`src/rtl/life_pkg.sv`:
```
// Shared constants for the Game of Life generation controller: state codes,
// speed-to-shift mapping and the default generation divider.
package life_pkg;

    localparam int DEF_BASE_DIV = 12500000;

    localparam logic [1:0] PAUSED   = 2'd0;
    localparam logic [1:0] STEP_ONE = 2'd1;
    localparam logic [1:0] RUNNING  = 2'd2;
    localparam logic [1:0] HALTED   = 2'd3;

    // Speed 3 is the fastest rate; each step down doubles the period.
    function automatic logic [1:0] speed_shift(input logic [1:0] speed);
        return 2'd3 - speed;
    endfunction

endpackage

```
`src/rtl/btn_edge_sync.sv`:
```
// Two-flop synchroniser followed by a registered rising-edge detector for a
// debounced asynchronous push button.
module btn_edge_sync (
    input  logic clk,
    input  logic Rst,
    input  logic btn_i,
    output logic rise_o
);

    logic s1_q, s2_q, prev_q, rise_q;

    always_ff @(posedge clk or negedge Rst) begin
        if (!Rst) begin
            s1_q   <= 1'b0;
            s2_q   <= 1'b0;
            prev_q <= 1'b0;
            rise_q <= 1'b0;
        end else begin
            s1_q   <= btn_i;
            s2_q   <= s1_q;
            prev_q <= s2_q;
            rise_q <= s2_q & ~prev_q;
        end
    end

    assign rise_o = rise_q;

endmodule

```
`src/rtl/gen_step_ctrl.sv`:
```
// Generation controller: run/pause, single-step and rate-divided stepping of
// the cell array, with a saturating generation counter and extinction halt.
module gen_step_ctrl
    import life_pkg::*;
#(
    parameter int BASE_DIV = DEF_BASE_DIV,
    parameter int GEN_W    = 16,
    parameter int DIV_W    = 27
) (
    input  logic             clk,
    input  logic             Rst,
    input  logic             run_btn,
    input  logic             step_btn,
    input  logic [1:0]       speed,
    input  logic             grid_alive,
    output logic             step_en,
    output logic             running,
    output logic             extinct,
    output logic [GEN_W-1:0] gen_count
);

    logic             run_edge, step_edge;
    logic [1:0]       state_q, state_d;
    logic [DIV_W-1:0] div_q, div_d;
    logic [DIV_W-1:0] period;
    logic             terminal;
    logic             step_q, step_d;
    logic [GEN_W-1:0] gen_q, gen_d;

    btn_edge_sync u_run_sync (
        .clk    (clk),
        .Rst    (Rst),
        .btn_i  (run_btn),
        .rise_o (run_edge)
    );

    btn_edge_sync u_step_sync (
        .clk    (clk),
        .Rst    (Rst),
        .btn_i  (step_btn),
        .rise_o (step_edge)
    );

    // >= rather than == so a period shortened mid-count fires at once.
    assign period   = DIV_W'(BASE_DIV) << speed_shift(speed);
    assign terminal = (div_q >= period - DIV_W'(1));

    always_comb begin
        logic pulse;
        pulse   = 1'b0;
        state_d = state_q;
        div_d   = div_q;
        case (state_q)
            PAUSED: begin
                if (run_edge) begin
                    state_d = RUNNING;
                    div_d   = '0;
                end else if (step_edge) begin
                    state_d = STEP_ONE;
                    pulse   = 1'b1;
                end
            end
            STEP_ONE: state_d = PAUSED;
            RUNNING: begin
                if (run_edge) begin
                    state_d = PAUSED;
                    div_d   = '0;
                end else if (terminal) begin
                    div_d = '0;
                    if (grid_alive) pulse = 1'b1;
                    else            state_d = HALTED;
                end else begin
                    div_d = div_q + DIV_W'(1);
                end
            end
            HALTED:  state_d = HALTED;
            default: state_d = PAUSED;
        endcase
        step_d = pulse;
        gen_d  = (pulse && gen_q != '1) ? gen_q + GEN_W'(1) : gen_q;
    end

    always_ff @(posedge clk or negedge Rst) begin
        if (!Rst) begin
            state_q <= PAUSED;
            div_q   <= '0;
            step_q  <= 1'b0;
            gen_q   <= '0;
        end else begin
            state_q <= state_d;
            div_q   <= div_d;
            step_q  <= step_d;
            gen_q   <= gen_d;
        end
    end

    assign step_en   = step_q;
    assign running   = (state_q == RUNNING);
    assign extinct   = (state_q == HALTED);
    assign gen_count = gen_q;

endmodule

```
`config.mk`:
```
export PLATFORM = sky130hd
export DESIGN_NAME = gen_step_ctrl
export DESIGN_NICKNAME = d
export VERILOG_FILES = /design/src/rtl/life_pkg.sv /design/src/rtl/btn_edge_sync.sv /design/src/rtl/gen_step_ctrl.sv
export SDC_FILE = /design/constraint.sdc
export NUM_CORES = 1
export LEC_CHECK = 0
export BUFFER_PORTS_ARGS = -buffer_cell sky130_fd_sc_hd__buf_2
export CAP_MARGIN = 20
export CORE_MARGIN = 10
export CORE_UTILIZATION = 62
export CTS_BUF_LIST = sky130_fd_sc_hd__clkbuf_8
export CTS_CLUSTER_SIZE = 12
export DETAILED_ROUTE_END_ITERATION = 10
export HOLD_SLACK_MARGIN = 0.1
export PLACE_DENSITY = 0.82
export SLEW_MARGIN = 20
export SYNTH_ARGS = -nofsm -noshare
export SYNTH_HDL_FRONTEND = slang
export SYNTH_HIERARCHICAL = 1
export SYNTH_SLANG_ARGS = --single-unit
```
`constraint.sdc`:
```
create_clock -name clk -period 3.1 [get_ports clk]
set_input_delay 0.31 -clock clk [delete_from_list [all_inputs] [get_ports clk]]
set_output_delay 0.31 -clock clk [all_outputs]
set_load 0.01 [all_outputs]
```
* Word-level counts from Yosys, hierarchy flattened *
Index checks and enable logic that the tools add are counted.

cells by class
  add/subtract/negate cells = 4
  magnitude comparators = 1
  equal/unequal tests = 8
  shift-type cells = 1
  multiplexer cells = 16
  bitwise gates (word level) = 4
  reduce and logical (&&, ||, !) cells = 5

operators by type and width
  operator               count
  $mux 27                3
  $pmux 27 s2            1
  $add 27x1->27 const B  1
  $ge 27x27->1           1
  $shl 24x2->27 const A  1
  $sub 27x1->27 const B  1
  $add 16x1->16 const B  1
  $ne 16x16->1 const B   1
  $mux 2                 5
  $pmux 2 s4             1
  $ne 3x1->1 const B     2
  $mux 1                 5
  $eq 2x2->1 const B     2
  $ne 3x2->1 const B     1
  $reduce_and 3->1       1
  $and 1x1->1            2
  $eq 2x1->1 const B     1
  $logic_not 2->1        1
  $ne 2x1->1 const B     1
  $not 1->1              2
  $pmux 1 s2             1
  $reduce_and 2->1       1
  $reduce_bool 2->1      1
  $sub 2x2->2 const A    1
  $logic_and 1x1->1      1

word-level totals
  register bits = 54
  input port bits = 7
  logic and storage cells = 51

* Longest topological paths before layout *
Gate-level depths: netlist of the first run.

  depth in word-level cells = 8
  mapped depth = 13
  gate-level depth less buffers = 12

* By module *
Netlist of the first run, hierarchy kept.

by module, submodules not included
  module         times used  cells an instance  area each (um^2)  sequential area each (um^2)
  gen_step_ctrl  1           317                2909.0            1151.1
  btn_edge_sync  2           5                  113.9             100.1

* Worst setup path before layout of the first run *
Ideal clock, no wire load.

  path type = input-to-reg
  from = in speed[0]
  to = reg gen_q[1], in the netlist gen_count[1]
  setup time = 0.125 ns
  data arrival time = 2.525 ns
  required time = 2.975 ns
  setup slack = 0.450 ns
  cell stages on the path = 11
  cell sequence = inv_1 -> nand2_1 -> ha_1 -> ha_1 -> a21oi_1 -> nor2_1 -> nor4_2 -> nor4_4 -> o41ai_4 -> nor2_1 -> mux2_2

on the way
  word-level cells in the longest chain between the ends = 8

ends and longest elaborated chain
  what                  RTL line             RTL
  from (decl)           gen_step_ctrl.sv:14  input logic [1:0] speed,
  $sub 2x2->2           life_pkg.sv:14       return 2'd3 - speed;
  $shl 24x2->27         gen_step_ctrl.sv:45  assign period = DIV_W'(BASE_DIV) << speed_shift(speed);
  $sub 27x1->27         gen_step_ctrl.sv:46  assign terminal = (div_q >= period - DIV_W'(1));
  $ge 27x27->1          gen_step_ctrl.sv:46
  $mux 1                gen_step_ctrl.sv:68  end else if (terminal) begin
  $mux 1                gen_step_ctrl.sv:65  if (run_edge) begin
  $pmux 1 s2            gen_step_ctrl.sv:53  case (state_q)
  $logic_and 1x1->1     gen_step_ctrl.sv:80  gen_d = (pulse && gen_q != '1) ? gen_q + GEN_W'(1) : gen_q;
  to (signal assigned)  gen_step_ctrl.sv:93  gen_q <= gen_d;
  to (decl)             gen_step_ctrl.sv:28  logic [GEN_W-1:0] gen_q, gen_d;

No other way between the ends.
A chain may end at the register's enable or synchronous reset.

* Worst setup path after layout of the first run *
  from = in speed[0]
  to = reg gen_q[15], in the netlist gen_count[15]

Same word-level chain as after synthesis.

==> metrics.txt, run 1 <==
# TYPE chip_impl_metric gauge
chip_impl_metric{name="grt_overflow",unit=""} 0
chip_impl_metric{name="place.port_buffers",unit=""} 25
chip_impl_metric{name="syn_inst",unit=""} 327
chip_impl_metric{name="hold_ws",unit="ns"} 0.122
chip_impl_metric{name="die_w",unit="um"} 91.1
chip_impl_metric{name="synth-warning-count",unit=""} 6
chip_impl_metric{name="rows",unit=""} 25
chip_impl_metric{name="core",unit="um2"} 4820
chip_impl_metric{name="fin_crit_sh",unit=""} 0.892
chip_impl_metric{name="r2r.worst_path.cells",unit=""} 10
chip_impl_metric{name="finish.net_count",unit=""} 397
chip_impl_metric{name="drt-pass1-iter-count",unit=""} 4
chip_impl_metric{name="first_pass_grt_wire_length",unit="um"} 11200
chip_impl_metric{name="post_synth_and_or_nand_nor_area_fraction",unit=""} 0.267
chip_impl_metric{name="hpwlAfterDp",unit="um"} 4710
chip_impl_metric{name="tightest_slew_margin_relative_to_the_limit",unit=""} 0.406
chip_impl_info{name="crit_path_top_delay_cell",value="nor4_1"} 1
chip_impl_info{name="setup.worst_path.start_class",value="primary input"} 1
chip_impl_info{name="worstHoldPathType",value="primary input to asynchronous set/reset pin"} 1
chip_impl_metric{name="gp_congestion",unit=""} 0.863
chip_impl_metric{name="layoutNonFillerInstCount",unit=""} 434
chip_impl_metric{name="first_iter_violations",unit=""} 147
chip_impl_info{name="most_frequent_standard_cell_in_the_layout_excluding_fill_and_tap_cells",value="dfrtp_1"} 1
chip_impl_metric{name="synth.mux.area_fraction",unit=""} 0.0136
chip_impl_info{name="synth_ff_type",value="dfrtp_1"} 1
chip_impl_metric{name="final_skew",unit="ns"} 0.00573
chip_impl_metric{name="groute.usage.overall",unit=""} 0.157
chip_impl_metric{name="clk-insertion-delay-late",unit="ns"} 0.31
chip_impl_metric{name="synthArstFlopShare",unit=""} 1.00
chip_impl_metric{name="worst_ep_arrival_time",unit="ns"} 3.00
chip_impl_metric{name="layout-area-overhead-vs-synth",unit="%"} 12.2
chip_impl_metric{name="number_of_global_route_vias_before_repair",unit=""} 2444
chip_impl_info{name="leading_cell_types_in_the_layout_fill_and_taps_excluded",value="54 x dfrtp_1, 40 x nand2_1, 33 x nor2_1"} 1
chip_impl_info{name="timing.rr.start",value="div_q[9]$_DFFE_PN0P_"} 1
chip_impl_info{name="largest_register",value="div_q"} 1
chip_impl_metric{name="synth_compound_area_frac",unit=""} 0.0762
chip_impl_metric{name="achievable-frequency",unit="MHz"} 362
chip_impl_info{name="run_status",value="completed"} 1
chip_impl_metric{name="synth.distinct_cells",unit=""} 44
chip_impl_metric{name="part_of_the_yosys_area_used_for_sequential_elements",unit=""} 0.431
chip_impl_metric{name="antenna_violations_before_repair",unit=""} 0
chip_impl_metric{name="layout-drive-gt1-share",unit=""} 0.158
chip_impl_metric{name="worst_slew_pin_slew",unit="ns"} 0.892
chip_impl_info{name="kind_of_cell_with_the_highest_combined_delay_on_the_critical_path",value="simple AND/OR/NAND/NOR gates"} 1
chip_impl_metric{name="cts-root-to-sink-buffers",unit=""} 2
chip_impl_metric{name="largest_register_ffs",unit=""} 27
chip_impl_metric{name="route.vias.total",unit=""} 2392
chip_impl_metric{name="grt_start_max_net_pins",unit=""} 42
chip_impl_info{name="critical_path_class",value="primary input to flip-flop"} 1
chip_impl_metric{name="initial_core_utilization",unit=""} 0.651
chip_impl_metric{name="yosys.area_share.adder",unit=""} 0.0957
chip_impl_info{name="crit_path_end_kind",value="flip-flop"} 1
chip_impl_metric{name="critical_path_required",unit="ns"} 3.33
chip_impl_metric{name="maxSlewViolCount",unit=""} 0
chip_impl_metric{name="min_period",unit="ns"} 2.77
chip_impl_metric{name="num_cts_buffers",unit=""} 5
chip_impl_info{name="cp-startpoint",value="speed[0]"} 1
chip_impl_info{name="crit_chain",value="buf_2, inv_1, nand2_1, ha_1, nand2_1, ha_1, nand4_2, nor4_2, nor4_2, nor4_4, buf_4, o41ai_4, buf_4, nor4_1, xor2_1"} 1
chip_impl_metric{name="finish.instance_area",unit="um2"} 3520
chip_impl_metric{name="clkSinkCount",unit=""} 54
chip_impl_info{name="rsz0062_at_grt",value="false"} 1
chip_impl_metric{name="antennaDiodeCount",unit=""} 0
chip_impl_metric{name="drt_drc_violations_left",unit=""} 0
chip_impl_metric{name="timing_hold_violations_final",unit=""} 0
chip_impl_metric{name="p_leak",unit="nW"} 1.80
chip_impl_metric{name="power_density",unit="nW/um2"} 473
chip_impl_metric{name="maxCapViolCount",unit=""} 0
chip_impl_metric{name="placed_cell_area",unit="um2"} 3390
chip_impl_metric{name="cp.depth",unit=""} 15
chip_impl_metric{name="die_h",unit="um"} 91.1
chip_impl_metric{name="seq_cells_post_synth",unit=""} 54
chip_impl_metric{name="dpl_cells",unit=""} 424
chip_impl_metric{name="peakVddDrop",unit="mV"} 0.454
chip_impl_metric{name="setup_violations",unit=""} 0
chip_impl_metric{name="critical_path.n_buffers_inverters",unit=""} 4
chip_impl_metric{name="worst_path_largest_cell_delay",unit="ns"} 0.36
chip_impl_metric{name="synth_edf_count",unit=""} 0
chip_impl_metric{name="worst_setup_hold_path_clk_slew",unit="ns"} 0.09
chip_impl_metric{name="post_drt_via_cell_ratio",unit=""} 5.51
chip_impl_metric{name="cts-htree-levels",unit=""} 2
chip_impl_metric{name="syn-mean-instance-area",unit="um2"} 9.59
chip_impl_metric{name="detail_route.wl_per_cell",unit="um"} 14.3
chip_impl_metric{name="antenna_violating_nets_post_route",unit=""} 0
chip_impl_metric{name="synth_xor_area_frac",unit=""} 0.0866
chip_impl_info{name="clock_tree_from_tritoncts",value="done"} 1
chip_impl_metric{name="worst-path-max-fanout",unit=""} 5
chip_impl_metric{name="setup_total_negative_slack",unit="ns"} 0
chip_impl_info{name="clockRootBuffer",value="clkbuf_8"} 1
chip_impl_metric{name="ctsResizeCount",unit=""} 0
chip_impl_metric{name="post_synth_instance_area",unit="um2"} 3140
chip_impl_metric{name="routed_wirelength",unit="um"} 6220
chip_impl_info{name="dominant_combinational_cell_family_by_area_after_synthesis",value="simple AND/OR/NAND/NOR gates"} 1
chip_impl_metric{name="dieArea",unit="um2"} 8300
chip_impl_metric{name="num_io_pins",unit=""} 26
## layout make-up
cell class              count  area, um2
clock inverters             3       37.5
clock buffers               5       68.8
fillers                   386       1300
multi-input cells         253       1700
well taps                  67       83.8
repair buffers             36        213
inverters                  16       60.1
flip-flops and latches     54       1350
## logic make-up after synthesis
logic type,count (synthesis)
muxes,4
and+or+nand+nor,155
AOI/OAI and AO/OA,36
other,2
DFF,54
adders and majority gates,24
xor gates and xnor gates,31
buffers and inverters,21
## synthesized netlist by cell type (all sizes together) (2+ instances only)
| library cell | n | area share |
|---|---|---|
| and2 | 3 | 0.0060 |
| dfrtp | 54 | 0.43 |
| o21ai | 9 | 0.014 |
| nor2 | 35 | 0.043 |
| nor4 | 9 | 0.033 |
| mux2i | 2 | 0.0064 |
| ha | 24 | 0.096 |
| nor3 | 12 | 0.019 |
| nor2b | 4 | 0.013 |
| conb | 2 | 0.0024 |
| xor2 | 25 | 0.070 |
| o21bai | 2 | 0.0048 |
| buf | 3 | 0.0064 |
| or3 | 2 | 0.0040 |
| mux2 | 2 | 0.0072 |
| xnor2 | 6 | 0.017 |
| clkbuf | 2 | 0.0024 |
| nand2b | 3 | 0.0060 |
| nand3 | 14 | 0.024 |
| nand2 | 40 | 0.048 |
| a22o | 2 | 0.0056 |
| inv | 16 | 0.019 |
| or2 | 2 | 0.0040 |
| a21oi | 16 | 0.026 |
| a21o | 2 | 0.0048 |
| nor3b | 3 | 0.0072 |
| and3 | 10 | 0.020 |
| nand4 | 14 | 0.030 |
| and4 | 2 | 0.0056 |
## repair_timing
| item | in CTS | in global routing |
|---|---|---|
| hold endpoints to repair | 1 | 1 |
| hold buffers | 1 | 1 |
| setup buffers | 0 | 0 |
## layer usage
layer / GRT usage / wire [um]
met1: 0.201 / 2910
met2: 0.258 / 2930
met3: 0.0420 / 313
met4: 0.0418 / 73
met5: 0 / 0
## power breakdown
| group | switching, mW | internal [mW] |
|---|---|---|
| Combinational | 0.240 | 0.157 |
| Clock | 0.224 | 0.235 |
| Sequential | 0.0578 | 0.751 |
## worst register-to-register path: cells and delay by family (launching register included)
family / cells / cell delay, ns
AOI/OAI and AO/OA: 1 / 0.10
xor gates and xnor gates: 1 / 0.17
adders and majority gates: 1 / 0.33
buffers and inverters: 2 / 0.38
DFF: 1 / 0.43
and+or+nand+nor: 5 / 1.20
## final timing paths
check / to / slack, ns
min in group clk: u_run_sync/s2_q$_DFF_PN0_ / 0.36
max in group asynchronous: step_en$_DFF_PN0_ / 2.33
min: div_q[8]$_DFFE_PN0P_ / 0.12
max: gen_count[15]$_DFFE_PN0P_ / 0.33
max reg2reg: gen_count[15]$_DFFE_PN0P_ / 0.40
min reg2reg: u_run_sync/s2_q$_DFF_PN0_ / 0.36
## per-stage QoR
stage	worst slack [ns]	util	power [mW]
2_1_floorplan	0.450	-	1.07
3_3_place_gp	0.0227	0.704	1.20
3_5_place_dp	-0.104	0.704	1.22
4_1_cts	0.225	0.728	1.68
5_1_grt	0.0886	0.730	1.76
6_report	0.334	0.730	1.67
Note: power is estimated with default switching activity, not from simulation.
==> inputs of run 2 (changes only) <==
CELL_PAD_IN_SITES_DETAIL_PLACEMENT = 1   (was default)
CELL_PAD_IN_SITES_GLOBAL_PLACEMENT = 1   (was default)
CORE_UTILIZATION = 48   (was 62)
PLACE_DENSITY = default   (was 0.82)
PLACE_DENSITY_LB_ADDON = 0.1   (was default)
==> metrics.txt, run 2 (synthesized netlist as in run 1, its figures left out) <==
# TYPE chip_impl_metric gauge
chip_impl_info{name="critical_path_class",value="primary input to flip-flop"} 1
chip_impl_info{name="most_frequent_standard_cell_in_the_layout_excluding_fill_and_tap_cells",value="dfrtp_1"} 1
chip_impl_info{name="clock_tree_from_tritoncts",value="done"} 1
chip_impl_metric{name="antenna_violating_nets_post_route",unit=""} 0
chip_impl_metric{name="achievable-frequency",unit="MHz"} 369
chip_impl_info{name="run_status",value="completed"} 1
chip_impl_metric{name="groute.usage.overall",unit=""} 0.152
chip_impl_metric{name="die_h",unit="um"} 101
chip_impl_info{name="leading_cell_types_in_the_layout_fill_and_taps_excluded",value="54 x dfrtp_1, 40 x nand2_1, 34 x nor2_1"} 1
chip_impl_metric{name="layout-drive-gt1-share",unit=""} 0.160
chip_impl_metric{name="detail_route.wl_per_cell",unit="um"} 16.7
chip_impl_metric{name="setup_violations",unit=""} 0
chip_impl_info{name="crit_path_end_kind",value="flip-flop"} 1
chip_impl_metric{name="num_io_pins",unit=""} 26
chip_impl_metric{name="core",unit="um2"} 6350
chip_impl_metric{name="clk-insertion-delay-late",unit="ns"} 0.31
chip_impl_metric{name="tightest_slew_margin_relative_to_the_limit",unit=""} 0.555
chip_impl_metric{name="clkSinkCount",unit=""} 54
chip_impl_metric{name="layout-area-overhead-vs-synth",unit="%"} 13.4
chip_impl_metric{name="number_of_global_route_vias_before_repair",unit=""} 2599
chip_impl_info{name="setup.worst_path.start_class",value="primary input"} 1
chip_impl_metric{name="critical_path_required",unit="ns"} 3.30
chip_impl_metric{name="worst_slew_pin_slew",unit="ns"} 0.658
chip_impl_info{name="clockRootBuffer",value="clkbuf_8"} 1
chip_impl_metric{name="total_power",unit="mW"} 1.70
chip_impl_metric{name="die_w",unit="um"} 101
chip_impl_metric{name="place.port_buffers",unit=""} 25
chip_impl_metric{name="antennaDiodeCount",unit=""} 0
chip_impl_metric{name="first_pass_grt_wire_length",unit="um"} 12700
chip_impl_metric{name="power_density",unit="nW/um2"} 479
chip_impl_metric{name="dieArea",unit="um2"} 10200
chip_impl_metric{name="peakVddDrop",unit="mV"} 0.277
chip_impl_info{name="rsz0062_at_grt",value="false"} 1
chip_impl_metric{name="hpwlAfterDp",unit="um"} 5710
chip_impl_metric{name="final_skew",unit="ns"} 0.00752
chip_impl_metric{name="maxCapViolCount",unit=""} 0
chip_impl_metric{name="finish.instance_area",unit="um2"} 3560
chip_impl_metric{name="placed_cell_area",unit="um2"} 3410
chip_impl_metric{name="ctsResizeCount",unit=""} 0
chip_impl_metric{name="setup_total_negative_slack",unit="ns"} 0
chip_impl_metric{name="post_drt_via_cell_ratio",unit=""} 5.58
chip_impl_metric{name="fin_crit_sh",unit=""} 0.874
chip_impl_metric{name="initial_core_utilization",unit=""} 0.494
chip_impl_metric{name="drt_drc_violations_left",unit=""} 0
chip_impl_metric{name="grt_start_max_net_pins",unit=""} 23
chip_impl_metric{name="largest_register_ffs",unit=""} 27
chip_impl_metric{name="worst-path-max-fanout",unit=""} 16
chip_impl_metric{name="drt-pass1-iter-count",unit=""} 4
chip_impl_metric{name="cts-root-to-sink-buffers",unit=""} 2
chip_impl_metric{name="antenna_violations_before_repair",unit=""} 0
chip_impl_info{name="worstHoldPathType",value="flip-flop to flip-flop"} 1
chip_impl_metric{name="grt_overflow",unit=""} 0
chip_impl_metric{name="maxSlewViolCount",unit=""} 0
chip_impl_metric{name="worst_ep_arrival_time",unit="ns"} 2.91
chip_impl_metric{name="first_iter_violations",unit=""} 124
chip_impl_metric{name="route.vias.total",unit=""} 2481
chip_impl_metric{name="post_cts_buffers",unit=""} 0
chip_impl_metric{name="finish.net_count",unit=""} 398
chip_impl_metric{name="min_period",unit="ns"} 2.71
chip_impl_metric{name="routed_wirelength",unit="um"} 7430
chip_impl_info{name="largest_register",value="div_q"} 1
chip_impl_metric{name="num_cts_buffers",unit=""} 5
chip_impl_metric{name="timing_hold_violations_final",unit=""} 0
chip_impl_metric{name="gp_congestion",unit=""} 0.813
chip_impl_metric{name="cts-htree-levels",unit=""} 2
chip_impl_metric{name="worst_setup_hold_path_clk_slew",unit="ns"} 0.10
chip_impl_metric{name="p_leak",unit="nW"} 1.81
chip_impl_metric{name="rows",unit=""} 29
==> run 2: cell count changes in the layout (fill, tap and decap cells not counted), sizes merged <==
cell | previous run | this run
clkinv | 0 | 1
dlygate4sd3 | 2 | 3
inv | 18 | 17
==> run 2: layout make-up <==
| cell class | count | area, um2 |
|---|---|---|
| fill | 734 | 2790 |
| multi-input combinational | 253 | 1700 |
| sequential | 54 | 1350 |
| timing repair buffer | 37 | 235 |
| tap | 77 | 96.3 |
| clock buffer | 5 | 68.8 |
| inverter | 16 | 60.1 |
| clock inverter | 3 | 43.8 |
==> run 2: final timing paths <==
path	startpoint	endpoint	slack (ns)	cells after the start
max in group asynchronous	Rst	gen_count[11]$_DFFE_PN0P_	1.97	3
setup / recovery	speed[0]	gen_count[14]$_DFFE_PN0P_	0.39	14
setup reg to reg	div_q[9]$_DFFE_PN0P_	gen_count[14]$_DFFE_PN0P_	0.44	9
min in group asynchronous	Rst	div_q[8]$_DFFE_PN0P_	0.46	2
hold reg to reg	u_run_sync/s1_q$_DFF_PN0_	u_run_sync/s2_q$_DFF_PN0_	0.36	0
hold / removal	u_run_sync/s1_q$_DFF_PN0_	u_run_sync/s2_q$_DFF_PN0_	0.36	0
==> run 2: critical path, cell delays in order <==
cell and delay (ns):
buf_2 0.13, inv_1 0.10, nand2_1 0.10, ha_1 0.14, nand2_1 0.05, ha_1 0.31, nand4_2 0.15, nor4_2 0.34
nor4_2 0.08, nor4_4 0.35, o41ai_4 0.14, buf_12 0.17, nor3_1 0.18, mux2_2 0.35
==> run 2: layer usage <==
layer,GRT usage,vias to the layer above,wire length [um]
met2,0.250,36,3630
li1,-,1210,-
met1,0.198,1230,3510
met4,0.0359,0,67
met5,0,-,0
met3,0.0343,5,222
==> run 2: metrics by stage <==
| stage | cells | hold WS (ns) | utilization | worst slack [ns] |
|---|---|---|---|---|
| finish | 445 | 0.363 | 0.560 | 0.389 |
| detailed placement | 434 | 0.288 | 0.538 | 0.0616 |
| CTS | 445 | 0.368 | 0.560 | 0.379 |
| global placement | 434 | 0.280 | 0.538 | 0.164 |
| floorplan | 328 | 0.0144 | - | 0.450 |
| global route | 445 | 0.371 | 0.560 | 0.173 |
==> run 2: where the power goes <==
group          switching [mW]  internal, mW
Combinational           0.250         0.158
Clock                   0.242         0.243
Sequential             0.0606         0.751
Total                   0.553          1.15
==> run 2: repair_timing <==
item                                    4_1_cts  5_1_grt
hold endpoints to repair                     17        0
endpoints found under the setup margin        0        0
hold buffers                                  3        0
